### src/rtl/ivl_uvm_ovl_always_mc.sv
// ============================================================================
// Module   : ivl_uvm_ovl_always_mc
// Brief    : Multi-channel "always" checker with consecutive-failure tolerance,
//            saturating violation counters, sticky flags and first-fail capture.
//            Optional macro IVL_UVM_OVL_MSG_EN enables simulation messages.
// Revision : 1.0 - initial release
// ============================================================================
`default_nettype none

module ivl_uvm_ovl_always_mc #(
    parameter int NUM_CH    = 4,
    parameter int CNT_W     = 8,
    parameter int TOLERANCE = 0,
    parameter int IDX_W     = (NUM_CH > 1) ? $clog2(NUM_CH) : 1
) (
    input  logic                    clock,
    input  logic                    reset,
    input  logic [NUM_CH-1:0]       enable,
    input  logic [NUM_CH-1:0]       test_expr,
    input  logic                    clr,
    output logic [NUM_CH-1:0]       fire,
    output logic [NUM_CH-1:0]       fire_sticky,
    output logic                    any_fire,
    output logic [NUM_CH*CNT_W-1:0] viol_cnt,
    output logic                    first_fail_vld,
    output logic [IDX_W-1:0]        first_fail_ch
);

    localparam int                     c_STREAK_W = (TOLERANCE > 0) ? $clog2(TOLERANCE + 1) : 1;
    localparam logic [c_STREAK_W-1:0]  c_TOL      = c_STREAK_W'(TOLERANCE);
    localparam logic [c_STREAK_W-1:0]  c_ONE      = c_STREAK_W'(1);
    localparam logic [CNT_W-1:0]       c_CNT_MAX  = '1;

    logic [c_STREAK_W-1:0] r_streak [NUM_CH];
    logic [CNT_W-1:0]      r_cnt    [NUM_CH];
    logic [NUM_CH-1:0]     r_fire;
    logic [NUM_CH-1:0]     r_sticky;
    logic                  r_any;
    logic                  r_ff_vld;
    logic [IDX_W-1:0]      r_ff_ch;

    logic [c_STREAK_W-1:0] w_streak_nxt [NUM_CH];
    logic [NUM_CH-1:0]     w_fire_nxt;
    logic [IDX_W-1:0]      w_first_idx;

    // An X/Z expression falls through to the false branch, matching the
    // "anything but 1 is a failure" semantics of ovl_always.
    always_comb begin
        w_fire_nxt  = '0;
        w_first_idx = '0;
        for (int i = 0; i < NUM_CH; i++) begin
            w_streak_nxt[i] = '0;
            if (!enable[i]) begin
                w_streak_nxt[i] = '0;
            end else if (test_expr[i]) begin
                w_streak_nxt[i] = '0;
            end else if (r_streak[i] == c_TOL) begin
                w_fire_nxt[i] = 1'b1;
            end else begin
                w_streak_nxt[i] = r_streak[i] + c_ONE;
            end
        end
        for (int i = NUM_CH - 1; i >= 0; i--) begin
            if (w_fire_nxt[i]) begin
                w_first_idx = IDX_W'(i);
            end
        end
    end

    always_ff @(posedge clock or posedge reset) begin
        if (reset) begin
            r_fire   <= '0;
            r_sticky <= '0;
            r_any    <= 1'b0;
            r_ff_vld <= 1'b0;
            r_ff_ch  <= '0;
            for (int i = 0; i < NUM_CH; i++) begin
                r_streak[i] <= '0;
                r_cnt[i]    <= '0;
            end
        end else if (clr) begin
            r_fire   <= '0;
            r_sticky <= '0;
            r_any    <= 1'b0;
            r_ff_vld <= 1'b0;
            r_ff_ch  <= '0;
            for (int i = 0; i < NUM_CH; i++) begin
                r_streak[i] <= '0;
                r_cnt[i]    <= '0;
            end
        end else begin
            r_fire   <= w_fire_nxt;
            r_any    <= |w_fire_nxt;
            r_sticky <= r_sticky | w_fire_nxt;
            for (int i = 0; i < NUM_CH; i++) begin
                r_streak[i] <= w_streak_nxt[i];
                if (w_fire_nxt[i] && (r_cnt[i] != c_CNT_MAX)) begin
                    r_cnt[i] <= r_cnt[i] + CNT_W'(1);
                end
            end
            if (!r_ff_vld && (|w_fire_nxt)) begin
                r_ff_vld <= 1'b1;
                r_ff_ch  <= w_first_idx;
            end
        end
    end

    assign fire           = r_fire;
    assign fire_sticky    = r_sticky;
    assign any_fire       = r_any;
    assign first_fail_vld = r_ff_vld;
    assign first_fail_ch  = r_ff_ch;

    generate
        for (genvar g = 0; g < NUM_CH; g++) begin : g_pack
            assign viol_cnt[g*CNT_W +: CNT_W] = r_cnt[g];
        end
    endgenerate

`ifdef IVL_UVM_OVL_MSG_EN
    // Reported one edge after the pulse so the counter already holds its
    // post-increment value.
    always @(posedge clock) begin
        if (!reset) begin
            for (int i = 0; i < NUM_CH; i++) begin
                if (r_fire[i]) begin
                    $error("%0t %m: channel %0d violation, viol_cnt=%0d", $time, i, r_cnt[i]);
                end
            end
        end
    end

    final begin
        for (int i = 0; i < NUM_CH; i++) begin
            if (r_cnt[i] != '0) begin
                $display("%m: channel %0d total violations %0d", i, r_cnt[i]);
            end
        end
    end
`endif

endmodule

`default_nettype wire
### config.mk
export PLATFORM = sky130hd
export DESIGN_NAME = ivl_uvm_ovl_always_mc
export DESIGN_NICKNAME = d
export VERILOG_FILES = /design/src/rtl/ivl_uvm_ovl_always_mc.sv
export SDC_FILE = /design/constraint.sdc
export NUM_CORES = 1
export LEC_CHECK = 0
export CAP_MARGIN = 20
export CORE_MARGIN = 5
export CORE_UTILIZATION = 40
export DETAILED_ROUTE_END_ITERATION = 6
export PLACE_DENSITY = 0.71
export SLEW_MARGIN = 20
export SYNTH_ARGS = -nofsm -noshare
export SYNTH_HDL_FRONTEND = slang
export SYNTH_SLANG_ARGS = --single-unit
export TNS_END_PERCENT = 100
### constraint.sdc
create_clock -name clock -period 4.8 [get_ports clock]
set_input_delay 0.96 -clock clock [delete_from_list [all_inputs] [get_ports clock]]
set_output_delay 0.96 -clock clock [all_outputs]
set_load 0.05 [all_outputs]
==> results.sh, run 1 <==
export IMPL_synth_top_family_by_area="simple AND/OR/NAND/NOR gates"
export IMPL_grt_setup_unrepaired="false"
export IMPL_critPathLaunchType="input port"
export IMPL_max_freq_ghz=0.376
export IMPL_rows=27
export IMPL_syn_avg_cell_area_um2=10.1
export IMPL_drive_above_1_share_pct=6.71
export IMPL_track_usage_pct=15.3
export IMPL_synthMuxAreaShare_pct=5.76
export IMPL_clock_power_share_pct=32.3
export IMPL_finClkSkew_ns=0.00656
export IMPL_post_drt_wl_per_cell_um=15.2
export IMPL_p_sw_mw=0.207
export IMPL_power_mw=0.745
export IMPL_cts_buffers=5
export IMPL_path_buf_inv=2
export IMPL_setup_viol=0
export IMPL_start_util_pct=41.7
export IMPL_slowest_stage="clkdlybuf4s50_1"
export IMPL_synth_simple_area_share_pct=23.7
export IMPL_synth_xor_xnor_area_share_pct=0
export IMPL_synth_cell_area_um2=2320
export IMPL_die_h_um=86.2
export IMPL_grt_util_met3_pct=2.85
export IMPL_netlist_instances=230
export IMPL_clk_pin_slew_ns=0.08
export IMPL_cts_tree="yes"
export IMPL_synthDistinctLibCells=44
export IMPL_antenna_found_initial=0
export IMPL_post_route_period_util_pct=55.5
export IMPL_htree_levels=2
export IMPL_core_area_um2=5570
export IMPL_clock_path_buffers=2
export IMPL_slew_headroom_pct=37.6
export IMPL_status="completed"
export IMPL_peakVddDrop_v=0.000135
export IMPL_grt_pass1_wl_um=9290
export IMPL_hold_class="reg2reg"
export IMPL_first_pass_iters=4
export IMPL_drcViolationCount=0
export IMPL_nets=297
export IMPL_synth_compound_area_share_pct=17.7
export IMPL_overflow=0
export IMPL_p_comb_share_pct=15.2
export IMPL_synth_seq_area_share_pct=47.4
export IMPL_drt_initial_drc_count=71
export IMPL_globalRoute_busiestLayer="met2"
export IMPL_path_class="in2reg"
export IMPL_cts_resized=0
export IMPL_synth_warnings=0
export IMPL_areaGrowthSynthToFinish_pct=29.4
export IMPL_power_switching_share_pct=27.7
export IMPL_synth_adder_area_share_pct=2.15
export IMPL_hpwl_um=3780
export IMPL_tightest_slew_ns=0.934
export IMPL_clk_latency_ns=0.29
export IMPL_p_int_mw=0.538
export IMPL_finalHoldViolCount=0
export IMPL_vias=1986
export IMPL_ys_ff_latch=44
export IMPL_leakagePower_nw=1.25
export IMPL_arrival_ns=2.83
export IMPL_path_max_fanout=27
export IMPL_power_frac_seq_pct=52.4
export IMPL_clock_sinks=44
export IMPL_io_pins=55
export IMPL_synth_edff_count=0
export IMPL_cts_root_buf="clkbuf_8"
export IMPL_use_met2_pct=24.7
export IMPL_die_area_um2=7430
export IMPL_synth_fp_nets=245
export IMPL_hold_buffers=0
export IMPL_die_w_um=86.2
export IMPL_critPathCaptureType="flop"
export IMPL_viasPerCell=5.59
export IMPL_powerDensity_nw_per_um2=248
export IMPL_grt_use_met1_pct=20.5
export IMPL_grt_max_degree=45
export IMPL_num_antenna_cells=0
export IMPL_postRouteAntennaNets=0
export IMPL_async_flop_share_pct=100
export IMPL_post_cts_buffers=0
export IMPL_path_cells="clkdlybuf4s50_1 -> inv_1 -> o311ai_0 -> o41ai_1"
export IMPL_synth_main_ff_cell="dfrtp_1"
export IMPL_max_cap_violations=0
export IMPL_tns_ns=0
export IMPL_nFillCells=532
export IMPL_fin_crit_ns=2.66
export IMPL_portBuffers=54
export IMPL_crit_required_ns=4.96
export IMPL_routed_wl_um=5380
export IMPL_grt_pass1_vias=1909
export IMPL_place_congestion=0.828
export IMPL_final_max_slew_viol_count=0
export IMPL_path_delay_family="buffers and inverters"
export IMPL_cp_slowest_stage_delay_ns=1.08
-- state kept, by name, summed over array words and instances, names as in the netlist --
register,cells
any_fire,1
first_fail_vld,1
viol_cnt,32
first_fail_ch,2
fire,4
fire_sticky,4
-- cell type report --
class	count	area, um2	share of cell area, %
Timing Repair Buffer	56	556	18.5
Multi-Input combinational cell	169	1150	38.2
Inverter	6	22.5	0.749
Sequential cell	44	1100	36.6
Clock buffer	8	90.1	3.00
Tap cell	72	90.1	3.00
-- worst register-to-register path, stage by stage (launching register included) --
cell	delay, ns
dfrtp_1	0.48
ha_1	0.29
and4_1	0.26
a21oi_1	0.27
mux2_2	0.37
-- synthesized netlist by cell type, types with 3 or more instances --
library cell  number  area (um2)
o21ai_0            4        20.0
nand4b_1           3        26.3
a311oi_1           4        35.0
a41oi_1            6        52.6
inv_1              6        22.5
ha_1               4        50.1
nand2b_1           4        25.0
mux2_2             7        78.8
dfrtp_1           44        1100
nor3_1             8        40.0
nand3_1            6        30.0
and4_1             5        43.8
a21oi_1           19        95.1
nor2b_1           14        87.6
and4b_1            6        60.1
a211oi_1           7        52.6
nand2_1           16        60.1
and3_1             5        31.3
mux2i_1            4        40.0
buf_2              5        25.0
nor2_1            21        78.8
-- cell families after synthesis --
group / count (synthesis)
AO/OA/AOI/OAI: 56
adder cells (fa/ha/maj): 4
buffers and inverters: 17
flip-flops: 44
multiplexers: 12
AND/OR/NAND/NOR: 97
-- per-stage QoR --
step	std cells	area, um2	setup WS, ns	utilization [%]	hold slack (ns)
global placement	347	2920	1.86	52.3	0.481
global route	355	3010	2.00	53.9	0.530
floorplan	230	2320	2.81	-	0.778
detailed placement	347	2920	1.80	52.3	0.487
CTS	355	3010	2.11	53.9	0.508
finish	355	3010	2.14	53.9	0.497
-- worst paths after layout --
kind,startpoint,to,slack (ns),depth (start not counted)
max in group asynchronous,reset,fire[1]$_DFF_PP0_,3.31,3
min in group asynchronous,reset,viol_cnt[28]$_DFFE_PP0P_,1.10,3
worst min register to register,fire_sticky[2]$_DFF_PP0_,fire_sticky[2]$_DFF_PP0_,0.50,2
worst max-delay path,clr,viol_cnt[7]$_DFFE_PP0P_,2.14,4
worst max register to register,viol_cnt[16]$_DFFE_PP0P_,viol_cnt[16]$_DFFE_PP0P_,3.02,4
worst min-delay path,fire_sticky[2]$_DFF_PP0_,fire_sticky[2]$_DFF_PP0_,0.50,2
-- layer usage --
metal / vias to the layer above / part of all wire, %
li1: 973 / -
met3: 5 / 5.2
met5: - / 0
met1: 954 / 46
met2: 54 / 47
met4: 0 / 1.5
-- cell usage in the layout (no fill, tap or decap), types with 2 or more instances in the layout --
cell type        count
ha_1                 4
o21ai_0              4
clkdlybuf4s50_1     54
clkbuf_1             2
a21boi_0             2
mux2_2               7
buf_4                2
o41ai_1              2
inv_1                5
a21oi_1             19
nand2b_1             4
and4b_1              6
nand4b_1             3
o211a_1              2
nand2_1             16
nand4_1              2
dfrtp_1             44
a31oi_1              2
nand3_1              6
nand3b_1             2
mux2i_1              4
nor2b_1             14
clkbuf_8             6
and3_1               5
a211oi_1             7
nor2_1              21
o311ai_0             2
a41oi_1              6
and4_1               5
a311oi_1             4
nor3_1               8
-- power groups by stage --
| stage | clock (mW) | sequential (mW) | combinational [mW] |
|---|---|---|---|
| CTS | 0.250 | 0.391 | 0.115 |
| global placement | 0 | 0.398 | 0.114 |
| global route | 0.260 | 0.393 | 0.122 |
| finish | 0.241 | 0.391 | 0.113 |
| detailed placement | 0 | 0.398 | 0.114 |
| floorplan | 0 | 0.432 | 0.0384 |
No activity file was read; power rests on OpenSTA's default activity.
==> run 2, diff against run 1 <==
PLACE_DENSITY = 0.74   (was 0.71)
clock period = 2.15 ns   (was 4.8 ns; I/O delays follow)
==> results.sh, run 2 (synthesis results as in run 1) <==
export IMPL_rrSetupSlack_ns=0.36
export IMPL_viasPerCell=5.73
export IMPL_crit_required_ns=1.72
export IMPL_overflow=0
export IMPL_finalHoldViolCount=0
export IMPL_areaGrowthSynthToFinish_pct=30.2
export IMPL_post_drt_wl_per_cell_um=16.5
export IMPL_hpwl_um=4140
export IMPL_max_cap_violations=0
export IMPL_nets=301
export IMPL_die_h_um=86.2
export IMPL_drt_initial_drc_count=79
export IMPL_path_cells="clkdlybuf4s50_1"
export IMPL_slew_headroom_pct=63.3
export IMPL_leakagePower_nw=1.29
export IMPL_critPathLaunchType="flop"
export IMPL_arrival_ns=1.65
export IMPL_post_cts_buffers=0
export IMPL_path_delay_family="buffers and inverters"
export IMPL_grt_pass1_wl_um=9500
export IMPL_cts_buffers=5
export IMPL_largest_register_ffs=32
export IMPL_cts_root_buf="clkbuf_8"
export IMPL_power_mw=1.63
export IMPL_ff2ff_path_depth=4
export IMPL_postRouteAntennaNets=0
export IMPL_post_route_period_util_pct=96.5
export IMPL_vias=2050
export IMPL_grt_pass1_vias=1897
export IMPL_status="completed"
export IMPL_grt_max_degree=26
export IMPL_setup_viol=0
export IMPL_clock_path_buffers=2
export IMPL_path_class="reg2out"
export IMPL_critPathCaptureType="output port"
export IMPL_die_area_um2=7430
export IMPL_start_util_pct=41.7
export IMPL_fin_crit_ns=2.08
export IMPL_powerDensity_nw_per_um2=539
export IMPL_cp_slowest_stage_delay_ns=0.86
export IMPL_rows=27
export IMPL_final_max_slew_viol_count=0
export IMPL_core_area_um2=5570
export IMPL_hold_class="in2async"
export IMPL_clk_latency_ns=0.30
export IMPL_nFillCells=516
export IMPL_finClkSkew_ns=0.00362
export IMPL_final_cell_mix="clkdlybuf4s50_1 (52), dfrtp_1 (44), nor2_1 (21), a21oi_1 (19), nand2_1 (16)"
export IMPL_portBuffers=54
export IMPL_path_buf_inv=1
export IMPL_drive_above_1_share_pct=8.74
export IMPL_grt_setup_unrepaired="false"
export IMPL_routed_wl_um=5900
export IMPL_num_antenna_cells=0
export IMPL_first_pass_iters=4
export IMPL_peakVddDrop_v=0.000392
export IMPL_tightest_slew_ns=0.549
export IMPL_clock_sinks=44
export IMPL_max_freq_ghz=0.482
export IMPL_die_w_um=86.2
export IMPL_cts_tree="yes"
export IMPL_path_max_fanout=8
export IMPL_clk_pin_slew_ns=0.08
export IMPL_place_congestion=0.843
export IMPL_final_util_pct=54.3
export IMPL_drcViolationCount=0
export IMPL_cp_depth=1
export IMPL_antenna_found_initial=0
export IMPL_reg2reg_from="viol_cnt[0]$_DFFE_PP0P_"
export IMPL_io_pins=55
export IMPL_final_common_cell="clkdlybuf4s50_1"
export IMPL_track_usage_pct=16.1
export IMPL_r2r_end="viol_cnt[0]$_DFFE_PP0P_"
export IMPL_slowest_stage="clkdlybuf4s50_1"
export IMPL_tns_ns=0
export IMPL_htree_levels=2
[run 2: routing by layer]
metal,track usage [%],up-vias,wire length (um)
met3,3.42,11,282
li1,-,976,-
met4,6.94,0,119
met2,25.8,56,2730
met1,21.0,1007,2760
met5,0,-,0
[run 2: area by class of cell]
class | instances | area, um2 | area share (%)
clock inverters | 1 | 5.00 | 0.165
clock buffers | 6 | 72.6 | 2.40
flip-flops and latches | 44 | 1100 | 36.4
inverters | 6 | 22.5 | 0.745
repair buffers | 60 | 586 | 19.4
multi-input cells | 169 | 1150 | 37.9
well taps | 72 | 90.1 | 2.98
[run 2: worst max path at each step]
stage,endpoint,start,slack (ns)
after detailed placement,viol_cnt[24]$_DFFE_PP0P_,enable[3],0.18
final,viol_cnt[24],viol_cnt[24]$_DFFE_PP0P_,0.07
after CTS,viol_cnt[16],viol_cnt[16]$_DFFE_PP0P_,0.04
after global placement,viol_cnt[5]$_DFFE_PP0P_,test_expr[0],0.21
after floorplan,viol_cnt[11]$_DFFE_PP0P_,viol_cnt[8]$_DFFE_PP0P_,0.25
after global routing,viol_cnt[4],viol_cnt[4]$_DFFE_PP0P_,0.01
[run 2: through the flow]
stage                     hold WS, ns  instances  area, um2  setup WS, ns
after detailed placement        0.489        351       2940         0.183
final                           0.288        358       3020        0.0748
after global routing            0.290        358       3020       0.00993
after global placement          0.483        351       2940         0.213
after floorplan                 0.597        230       2320         0.246
after CTS                       0.283        358       3020        0.0413
[run 2: where the power goes]
| part | total, mW | internal (mW) | switching, mW |
|---|---|---|---|
| combinational | 0.261 | 0.0936 | 0.167 |
| clock | 0.495 | 0.221 | 0.274 |
| sequential | 0.874 | 0.849 | 0.0249 |
| total | 1.63 | 1.16 | 0.466 |
[run 2: timing repair]
action / CTS / global route
resized for setup: 0 / 1
endpoints found under the setup margin: 0 / 1
hold buffers: 0 / 0
==> run 3, diff against run 2 <==
RECOVER_POWER = 25   (was default)
==> results.sh, run 3 (synthesis results as in run 1) <==
export IMPL_max_freq_ghz=0.481
export IMPL_regArea_um2=1100
export IMPL_slew_headroom_pct=29.1
export IMPL_grt_max_degree=26
export IMPL_cts_tree="yes"
export IMPL_multiInputGateArea_um2=1150
export IMPL_place_congestion=0.843
export IMPL_core_area_um2=5570
export IMPL_track_usage_pct=16.1
export IMPL_areaGrowthSynthToFinish_pct=29.9
export IMPL_crit_required_ns=1.72
export IMPL_cp_slowest_stage_delay_ns=0.86
export IMPL_hold_class="in2async"
export IMPL_die_h_um=86.2
export IMPL_vias=2067
export IMPL_max_cap_violations=0
export IMPL_htree_levels=2
export IMPL_final_util_pct=54.1
export IMPL_fin_crit_ns=2.08
export IMPL_postRouteAntennaNets=0
export IMPL_peakVddDrop_v=0.000394
export IMPL_use_met2_pct=25.8
export IMPL_nFillCells=519
export IMPL_post_cts_buffers=0
export IMPL_leakagePower_nw=1.28
export IMPL_start_util_pct=41.7
export IMPL_clk_latency_ns=0.30
export IMPL_crit_start="viol_cnt[24]$_DFFE_PP0P_"
export IMPL_clock_path_buffers=2
export IMPL_tns_ns=0
export IMPL_whs_ns=0.416
export IMPL_fin_area_um2=3020
export IMPL_grt_setup_unrepaired="false"
export IMPL_io_pins=55
export IMPL_final_common_cell="clkdlybuf4s50_1"
export IMPL_grt_pass1_wl_um=9500
export IMPL_final_cell_mix="clkdlybuf4s50_1 (51), dfrtp_1 (44), nor2_1 (21), a21oi_1 (19), nand2_1 (16)"
export IMPL_hpwl_um=4140
export IMPL_die_w_um=86.2
export IMPL_clk_pin_slew_ns=0.08
export IMPL_final_max_slew_viol_count=0
export IMPL_num_antenna_cells=0
export IMPL_dp_cells=351
export IMPL_viasPerCell=5.77
export IMPL_critPathLaunchType="flop"
export IMPL_placed_area_um2=2940
export IMPL_portBuffers=54
export IMPL_largest_register_ffs=32
export IMPL_die_area_um2=7430
export IMPL_rows=27
export IMPL_powerDensity_nw_per_um2=540
export IMPL_finClkSkew_ns=0.00362
export IMPL_slowest_stage="clkdlybuf4s50_1"
export IMPL_post_drt_wl_per_cell_um=16.4
export IMPL_tightest_slew_ns=1.06
export IMPL_antenna_found_initial=0
export IMPL_path_delay_family="buffers and inverters"
export IMPL_critPathCaptureType="output port"
export IMPL_path_max_fanout=8
export IMPL_overflow=0
export IMPL_grt_use_met1_pct=21.0
export IMPL_nets=301
export IMPL_globalRoute_busiestLayer="met2"
export IMPL_setup_viol=0
export IMPL_drt_initial_drc_count=97
export IMPL_reg2reg_from="viol_cnt[0]$_DFFE_PP0P_"
export IMPL_drcViolationCount=0
export IMPL_path_cells="clkdlybuf4s50_1"
export IMPL_post_route_period_util_pct=96.7
export IMPL_clock_sinks=44
export IMPL_finalHoldViolCount=0
export IMPL_first_pass_iters=4
export IMPL_drive_above_1_share_pct=8.04
export IMPL_grt_pass1_vias=1897
export IMPL_cts_buffers=5
export IMPL_grt_util_met3_pct=3.42
export IMPL_path_class="reg2out"
export IMPL_routed_wl_um=5860
export IMPL_path_buf_inv=1
export IMPL_status="completed"
export IMPL_arrival_ns=1.65
export IMPL_final_cells=358
export IMPL_cts_root_buf="clkbuf_8"
[run 3: what timing repair did]
action	CTS	global route
hold endpoints to repair	0	0
setup endpoints to repair	0	1
resized for setup	0	1
hold buffers	0	0
[run 3: final timing paths]
check / end / slack [ns] / depth (start not counted)
setup reg to reg: viol_cnt[0]$_DFFE_PP0P_ / 0.36 / 4
hold / removal: viol_cnt[30]$_DFFE_PP0P_ / 0.42 / 2
max in group asynchronous: viol_cnt[18]$_DFFE_PP0P_ / 0.55 / 3
min in group clock: fire_sticky[0]$_DFF_PP0_ / 0.51 / 2
hold reg to reg: fire_sticky[0]$_DFF_PP0_ / 0.51 / 2
setup / recovery: viol_cnt[24] / 0.07 / 1
[run 3: per-stage QoR]
step	total power, mW	worst slack [ns]
after global placement	1.15	0.213
after global routing	1.70	0.00993
final	1.63	0.0708
after floorplan	1.05	0.246
after CTS	1.65	0.0413
after detailed placement	1.15	0.183
[run 3: layout make-up]
cell class	instances	share of cell area [%]
clock buffers	6	2.40
clock inverters	1	0.166
inverters	6	0.746
multi-input cells	169	38.0
flip-flops and latches	44	36.5
well taps	72	2.99
repair buffers	60	19.2
[run 3: per-layer routing]
metal | wire length (um) | up-vias
li1 | - | 976
met1 | 2680 | 1018
met2 | 2760 | 62
met3 | 298 | 11
met4 | 122 | 0
met5 | 0 | -
[run 3: report_power, final]
group	leakage, nW	internal, mW	total, mW	switching [mW]
registers	0.602	0.849	0.874	0.0250
clock network	0.0410	0.221	0.497	0.276
logic	0.642	0.0917	0.258	0.166
total	1.28	1.16	1.63	0.467
